## config.mk

```make
export PLATFORM = sky130hd
export DESIGN_NAME = if_fetch
export DESIGN_NICKNAME = d
export VERILOG_FILES = /design/src/rtl/mips_pkg.sv /design/src/rtl/fetch_skid_fifo.sv /design/src/rtl/if_fetch.sv
export SDC_FILE = /design/constraint.sdc
export NUM_CORES = 1
export LEC_CHECK = 0
export BUFFER_PORTS_ARGS = -buffer_cell sky130_fd_sc_hd__buf_2
export CAP_MARGIN = 20
export CORE_ASPECT_RATIO = 0.6
export CORE_MARGIN = 3
export CORE_UTILIZATION = 52
export CTS_CLUSTER_SIZE = 28
export DETAILED_ROUTE_END_ITERATION = 6
export PLACE_DENSITY = 0.86
export SLEW_MARGIN = 0
export SYNTH_ARGS = -nofsm -noshare
export SYNTH_HDL_FRONTEND = slang
export SYNTH_SLANG_ARGS = --single-unit
```

## constraint.sdc

```tcl
create_clock -name clk -period 2.4 [get_ports clk]
set_input_delay 0.12 -clock clk [delete_from_list [all_inputs] [get_ports clk]]
set_output_delay 0.12 -clock clk [all_outputs]
set_load 0.01 [all_outputs]
```

## src/rtl/mips_pkg.sv

```systemverilog
// Shared definitions for the MIPS pipeline front end: reset defaults,
// fetch FSM encoding and the fetch-buffer entry layout.
package mips_pkg;

  localparam logic [31:0] DEF_RESET_PC  = 32'h0000_0000;
  localparam logic [31:0] DEF_NOP_INSTR = 32'h0000_0000;

  localparam logic [1:0] ST_IDLE  = 2'b00;
  localparam logic [1:0] ST_FETCH = 2'b01;
  localparam logic [1:0] ST_DROP  = 2'b10;

  typedef struct packed {
    logic [31:0] pc;
    logic [31:0] instr;
  } fetch_entry;

  // Instruction addresses are always word aligned.
  function automatic logic [31:0] word_align(input logic [31:0] addr);
    return addr & 32'hFFFF_FFFC;
  endfunction

endpackage

```

## src/rtl/fetch_skid_fifo.sv

```systemverilog
// Two-entry fetch buffer; entry 0 is always the head, so the consumer
// reads a register directly. Clear has priority over push and pop.
module fetch_skid_fifo
  import mips_pkg::*;
(
  input  logic       clk,
  input  logic       rst,
  input  logic       push,
  input  fetch_entry din,
  input  logic       pop,
  input  logic       clear,
  output fetch_entry head,
  output logic [1:0] count
);

  logic [1:0] count_r;
  fetch_entry mem0_r;
  fetch_entry mem1_r;
  logic       push_ok_s;
  logic       pop_ok_s;

  // Qualify requests against the current occupancy.
  always_comb begin
    pop_ok_s  = pop && (count_r != 2'd0);
    push_ok_s = push && ((count_r != 2'd2) || pop_ok_s);
  end

  // Storage and occupancy update.
  always_ff @(posedge clk or negedge rst) begin
    if (!rst) begin
      count_r <= 2'd0;
      mem0_r  <= '0;
      mem1_r  <= '0;
    end else if (clear) begin
      count_r <= 2'd0;
    end else begin
      case ({push_ok_s, pop_ok_s})
        2'b10: begin
          if (count_r == 2'd0) mem0_r <= din;
          else                 mem1_r <= din;
          count_r <= count_r + 2'd1;
        end
        2'b01: begin
          mem0_r  <= mem1_r;
          count_r <= count_r - 2'd1;
        end
        2'b11: begin
          if (count_r == 2'd1) begin
            mem0_r <= din;
          end else begin
            mem0_r <= mem1_r;
            mem1_r <= din;
          end
        end
        default: ;
      endcase
    end
  end

  assign head  = mem0_r;
  assign count = count_r;

endmodule

```

## src/rtl/if_fetch.sv

```systemverilog
// Instruction-fetch front end: PC register, single-outstanding imem
// handshake, redirect/drop handling and the IF/ID presentation mux.
module if_fetch
  import mips_pkg::*;
#(
  parameter logic [31:0] RESET_PC  = DEF_RESET_PC,
  parameter logic [31:0] NOP_INSTR = DEF_NOP_INSTR
) (
  input  logic        clk,
  input  logic        rst,
  input  logic        stall,
  input  logic        redirect,
  input  logic [31:0] redirect_pc,
  output logic        imem_req,
  output logic [31:0] imem_addr,
  input  logic        imem_ack,
  input  logic [31:0] imem_rdata,
  output logic [31:0] PC_4_IF,
  output logic [31:0] instr_IF,
  output logic        fetch_valid
);

  logic [1:0]  state_r;
  logic [1:0]  state_nx_s;
  logic [31:0] pc_r;
  logic [31:0] req_addr_r;
  logic        held_r;
  logic        ack_s;
  logic        push_s;
  logic        pop_s;
  fetch_entry  push_data_s;
  fetch_entry  head_s;
  logic [1:0]  count_s;

  // Request launch/hold; a held request keeps its launch address even
  // after a redirect has moved pc elsewhere.
  always_comb begin
    imem_req = 1'b0;
    case (state_r)
      ST_FETCH: imem_req = held_r || ((count_s != 2'd2) && !redirect);
      ST_DROP:  imem_req = 1'b1;
      default:  imem_req = 1'b0;
    endcase
    if (held_r) imem_addr = req_addr_r;
    else        imem_addr = pc_r;
    ack_s             = imem_req && imem_ack;
    push_s            = ack_s && (state_r == ST_FETCH) && !redirect;
    pop_s             = (count_s != 2'd0) && !stall && !redirect;
    push_data_s.pc    = imem_addr;
    push_data_s.instr = imem_rdata;
  end

  // Next-state logic.
  always_comb begin
    state_nx_s = state_r;
    case (state_r)
      ST_IDLE: state_nx_s = ST_FETCH;
      ST_FETCH: begin
        if (redirect && held_r && !imem_ack) state_nx_s = ST_DROP;
        else                                  state_nx_s = ST_FETCH;
      end
      ST_DROP: begin
        if (ack_s) state_nx_s = ST_FETCH;
        else       state_nx_s = ST_DROP;
      end
      default: state_nx_s = ST_IDLE;
    endcase
  end

  // FSM, PC and handshake bookkeeping.
  always_ff @(posedge clk or negedge rst) begin
    if (!rst) begin
      state_r    <= ST_IDLE;
      pc_r       <= RESET_PC;
      req_addr_r <= RESET_PC;
      held_r     <= 1'b0;
    end else begin
      state_r <= state_nx_s;
      held_r  <= imem_req && !imem_ack;
      if (imem_req && !held_r) req_addr_r <= pc_r;
      if (redirect)    pc_r <= word_align(redirect_pc);
      else if (push_s) pc_r <= imem_addr + 32'd4;
    end
  end

  fetch_skid_fifo u_fifo (
    .clk   (clk),
    .rst   (rst),
    .push  (push_s),
    .din   (push_data_s),
    .pop   (pop_s),
    .clear (redirect),
    .head  (head_s),
    .count (count_s)
  );

  // Present the head entry, or a bubble when nothing is buffered.
  always_comb begin
    fetch_valid = (count_s != 2'd0);
    if (fetch_valid) begin
      PC_4_IF  = head_s.pc + 32'd4;
      instr_IF = head_s.instr;
    end else begin
      PC_4_IF  = 32'd0;
      instr_IF = NOP_INSTR;
    end
  end

endmodule

```

Word level (Yosys, flattened, before mapping)
Index checks and enable logic that the tools add are counted.

Flip-flop bits (word level): 197. Word-level logic and storage cells: 68. Output and inout port bits: 98. Bits of input ports: 69.

Add/sub/neg operators: 4. Equal/unequal tests: 10. Reduce and logical (&&, ||, !) cells: 27. Muxes and demuxes: 17. Bitwise operators: 1.

Operator list (count): 64-bit 2-to-1 mux (4); 64-bit one-hot mux with 3 select lines (1); 32-bit 2-to-1 mux (5); 64-bit one-hot mux with 2 select lines (1); 32-bit by 3-bit adder with 32-bit output, second input constant (2); 1-bit logical AND (12); 2-bit by 1-bit == test with 1-bit output, second input constant (3); 2-bit == test, second input constant (3); 2-bit 2-to-1 mux (3); 2-bit != test, second input constant (3); 2-bit one-hot mux with 3 select lines (1); 2-bit nonzero test (3); 3-bit nonzero test (2); 1-bit logical NOT (4); 2-bit logical NOT (2); 2-bit one-hot mux with 2 select lines (1); 4-bit AND reduction (1); 3-bit AND reduction (1); 2-bit by 1-bit adder with 2-bit output, second input constant (1); 1-bit logical OR (2); 2-bit by 1-bit != test with 1-bit output, second input constant (1); 1-bit one-hot mux with 2 select lines (1); 2-bit by 1-bit subtractor with 2-bit output, second input constant (1); 1-bit NOT (1).

Logic depth before layout (Yosys ltp)
Depth in word-level cells: 11. Depth in mapped cells: 11. Depth with buffers taken out: 8.

Cells and area by module
Synthesis repeated with hierarchy kept, for this count alone.

Cell total of the unflattened synthesis: 1009. Area, all modules: 10601.4 µm².

By module, submodules not included: fetch_skid_fifo (area an instance 5575.3 µm², instances 1, cells each 436, sequential area each 3253.1 µm²); if_fetch (area an instance 5026.1 µm², instances 1, cells each 573, sequential area each 1676.6 µm²).

Worst setup path after synthesis
OpenSTA, ideal clock, no wires.

Path kind: flip-flop to flip-flop. Start point: register held_r. End point: register pc_r[26]. Arrival time: 2.345 ns. Clock period less this slack: 2.487 ns. Stages on the path, launching flop included: 12. Path slack: -0.087 ns. Data required time: 2.258 ns. Library setup time: 0.142 ns. Buffers on the path: 3. Cells stage by stage: dfrtp_1 -> buf_4 -> buf_2 -> buf_2 -> mux2_2 -> ha_1 -> inv_1 -> a211oi_4 -> nand4_4 -> nor3_2 -> xnor2_1 -> o221ai_1.

Elaborated cells on any way between the ends: 10. Those cells by class: add/sub (1); mux (4); reduce/logical (5).

RTL lines: start, declared (RTL line if_fetch.sv:27) `logic held_r;`; start signal, assigned (RTL line if_fetch.sv:79) `held_r <= imem_req && !imem_ack;`; 32-bit 2-to-1 mux (RTL line if_fetch.sv:44) `if (held_r) imem_addr = req_addr_r;`; net imem_addr[3] (RTL line if_fetch.sv:15) `output logic [31:0] imem_addr,`; 32-bit by 3-bit adder with 32-bit output (RTL line if_fetch.sv:82) `else if (push_s) pc_r <= imem_addr + 32'd4;`; 32-bit 2-to-1 mux (RTL line if_fetch.sv:82); 32-bit 2-to-1 mux (RTL line if_fetch.sv:81) `if (redirect) pc_r <= word_align(redirect_pc);`; end signal, assigned (RTL line if_fetch.sv:81); end signal, assigned (RTL line if_fetch.sv:82); end, declared (RTL line if_fetch.sv:25) `logic [31:0] pc_r;`.

The timed path passes the listed nets, and every way through them passes these cells. The select of a mux whose other input is x is not followed. A chain may end at the register's enable or synchronous reset.

Worst setup path after layout
Start point: register u_fifo.mem0_r (netlist bit u_fifo.head[43]). End point: output PC_4_IF[31].

Cells in the longest elaborated chain, start to end: 2.

RTL lines: start, declared (RTL line fetch_skid_fifo.sv:17) `fetch_entry mem0_r;`; start signal, assigned (RTL line fetch_skid_fifo.sv:39) `if (count_r == 2'd0) mem0_r <= din;`; start signal, assigned (RTL line fetch_skid_fifo.sv:44) `mem0_r <= mem1_r;`; start signal, assigned (RTL line fetch_skid_fifo.sv:49) `mem0_r <= din;`; 32-bit by 3-bit adder with 32-bit output (RTL line if_fetch.sv:101) `PC_4_IF = head_s.pc + 32'd4;`; 32-bit 2-to-1 mux (RTL line if_fetch.sv:100) `if (fetch_valid) begin`; end, declared (RTL line if_fetch.sv:18) `output logic [31:0] PC_4_IF,`.

No other way between the ends.

==> flow_summary.ini <==
[outcome]
outcome = finished, final reports clean

[drt]
drtIter0Drc = 685
drc_errors = 0
via_per_inst = 5.46
ant_nets = 0
wl_per_cell_um = 17.3
postRouteWirelength_um = 26800
firstDrtPassIters = 5
dr_total_vias = 8475

[finish]
fin_nets = 1350
regArea_um2 = 4940
fill_cells = 1527
final_area_um2 = 13000
final_core_util = 0.673
drive_gt1_frac = 0.310
multiInputGateArea_um2 = 5180
syn2layout_area_growth_pct = 24.7

[pwr]
power.density_nw_per_um2 = 1130
power.total_mw = 14.7
ir_worst_vdd_v = 0.000635
p_leak_nw = 5.93

[place]
port_buffers = 164
routabilityCongestion = 0.887
place_hpwl_um = 18900
placed_area_um2 = 11700

[clock_tree]
cts_tree = built
cts-buffers-inserted = 17
cts-root-buf = clkbuf_16
clk_path_buf_depth = 2
cts_sinks = 197
clkLatencyLatePin_ns = 0.43
clkTransAtPathRegs_ns = 0.07
ctsHtreeMaxLevel = 4

[sta]
holdWs_ns = 0.0510
hold_viol_final = 0
finalSetupViolCount = 0
fmax_mhz = 421
min_period_ns = 2.38
clock_skew_ns = 0.0122
slew_headroom = 0.512
final_max_slew_viol_count = 0
worst_slew_pin_slew_ns = 0.712
setup_tns_ns = 0
grt_setup_unrepaired = true
period_share = 0.990

[synthesis]
synth_area_um2 = 10500
avgSynthCellArea_um2 = 9.99
synth-seq-area-share = 0.472
ys_types = 69
ys_seq_elements = 197
syn_nets = 1124
ys.flop_type = dfrtp_1
synth_cells = 1046
synth_edf_count = 0
async_flop_share = 1.00
yosysWarnings = 0

[floorplan]
ios = 167
die_w_um = 189
fp-row-count = 39
start_util = 0.539
coreArea_um2 = 19400
dieArea_um2 = 21900
fp.dieH_um = 116

[setup_path]
crit_path_max_fanout = 4
cp-start-kind = register
critPathKind = register to output pin
crit_path_end_kind = output pin
worstPathArrival_ns = 2.26
cp.required_ns = 2.28

[global_routing]
antenna_found_initial = 0
grt_usage = 0.246
grt_max_degree = 85
grt_pass1_vias = 7821
grt_pass1_wl_um = 42200
overflow = 0

[job]
maxCapViolations = 0

[hold_path]
hold_path.class = input pin to register
[synth_stat cells (2+ instances only)]
library cell / n / share of area
nand4_4: 2 / 0.0041
o21ai_0: 38 / 0.018
buf_2: 30 / 0.014
nand4b_1: 5 / 0.0042
nand2b_1: 2 / 0.0012
xnor2_1: 32 / 0.027
nor3_1: 11 / 0.0053
buf_4: 6 / 0.0043
o221ai_1: 6 / 0.0050
a31oi_1: 34 / 0.020
and2_1: 2 / 0.0012
nand3b_1: 3 / 0.0022
buf_1: 2 / 0.00072
nand3_1: 22 / 0.011
and4_1: 4 / 0.0034
nand2_1: 163 / 0.059
clkbuf_1: 24 / 0.0086
inv_1: 23 / 0.0083
a21oi_4: 3 / 0.0047
nor3b_1: 7 / 0.0050
nand4_2: 3 / 0.0036
mux2_2: 105 / 0.11
dfrtp_1: 197 / 0.47
nor3_2: 6 / 0.0057
ha_1: 9 / 0.011
xor2_1: 21 / 0.018
a21oi_1: 33 / 0.016
nor2_1: 99 / 0.036
mux2i_1: 34 / 0.033
and3_1: 10 / 0.0060
nand4_1: 6 / 0.0036
nor2b_1: 36 / 0.022
o21ai_1: 30 / 0.014
mux2i_2: 2 / 0.0026
a21o_1: 2 / 0.0014
[per-layer routing]
metal	vias up	routed length (um)	GRT usage
li1	4047	-	-
met3	25	1820	0.0571
met5	-	0	0
met4	0	314	0.0535
met2	271	11500	0.358
met1	4132	13200	0.376
[timing repair]
item / 4_1_cts / 5_1_grt
endpoints found under the setup margin: 2 / 16
endpoints found under the hold margin: 147 / 0
buffers inserted: 1 / 5
gates resized for setup: 2 / 21
hold buffers: 63 / 0
pin swaps: 1 / 3
[cells by family after synthesis]
family          after synthesis  share of synthesized area
buf+inv                      87                     0.0393
flops                       197                      0.472
mux                         141                      0.148
compound gates              166                      0.101
simple gates                393                      0.185
fa+ha+maj                     9                     0.0108
xor+xnor                     53                     0.0444
[critical path, stage by stage, from the launching register on]
cell,delay [ns]
dfrtp_1,0.42
and4_4,0.26
nand4_1,0.18
nor4b_4,0.41
nand3_1,0.15
xor2_1,0.19
nor2_1,0.06
buf_2,0.16
[state kept, by name, indices dropped and copies added, names as in the netlist]
register,flops
u_fifo.head,64
state_r,2
u_fifo.count,2
held_r,1
u_fifo.mem1_r,64
req_addr_r,32
pc_r,32
[through the flow]
stage / std cells / setup slack, ns
floorplan: 1046 / -0.0224
global placement: 1450 / 0.258
CTS: 1545 / 0.00460
detailed placement: 1450 / 0.164
global route: 1550 / -0.113
finish: 1551 / 0.0230
[cells in the final DEF, fill, tap and decap left out, types with 3 or more instances in the layout]
cell type / instances
nand3_1: 19
and3_1: 8
xnor2_1: 32
a21oi_1: 33
buf_4: 33
ha_1: 6
dlygate4sd3_1: 63
nor3_1: 8
nor2b_1: 36
nand2_1: 163
mux2_2: 105
nand4b_1: 5
mux2i_1: 34
o21ai_0: 38
o221ai_1: 6
nor2_1: 98
nor3_2: 9
nor3b_1: 7
a31oi_1: 34
o21ai_1: 30
ha_2: 3
inv_1: 23
clkinvlp_4: 3
clkbuf_16: 17
a21oi_4: 3
dfrtp_1: 189
dfrtp_2: 8
nand4_2: 3
nand4_1: 6
buf_12: 9
xor2_1: 21
nand3b_1: 3
buf_2: 163
inv_6: 3
[area by class of cell]
class,count,share of cell area
multi-input combinational,762,0.398
sequential,197,0.379
timing repair buffer,271,0.148
clock buffer,20,0.0343
tap,266,0.0255
clock inverter,11,0.00883
inverter,23,0.00662
antenna,1,0.000192
[final timing paths]
check | slack, ns | startpoint | cells after the start | end
max | 0.02 | u_fifo.head[43]$_DFFE_PN0P_ | 7 | PC_4_IF[31]
min in group asynchronous | 0.22 | rst | 2 | u_fifo.mem1_r[7]$_DFFE_PN0P_
min | 0.05 | redirect | 2 | u_fifo.count[0]$_DFFE_PN0P_
max reg2reg | 0.15 | u_fifo.count[1]$_DFFE_PN0P_ | 8 | u_fifo.head[50]$_DFFE_PN0P_
max in group asynchronous | 1.34 | rst | 3 | u_fifo.head[48]$_DFFE_PN0P_
min reg2reg | 0.48 | u_fifo.mem1_r[38]$_DFFE_PN0P_ | 2 | u_fifo.mem1_r[38]$_DFFE_PN0P_
[report_power, final]
group | internal [mW] | switching [mW]
clock | 1.48 | 1.31
combinational | 2.84 | 3.41
sequential | 4.68 | 1.02
total | 9.00 | 5.75
No activity file was read; power rests on OpenSTA's default activity.
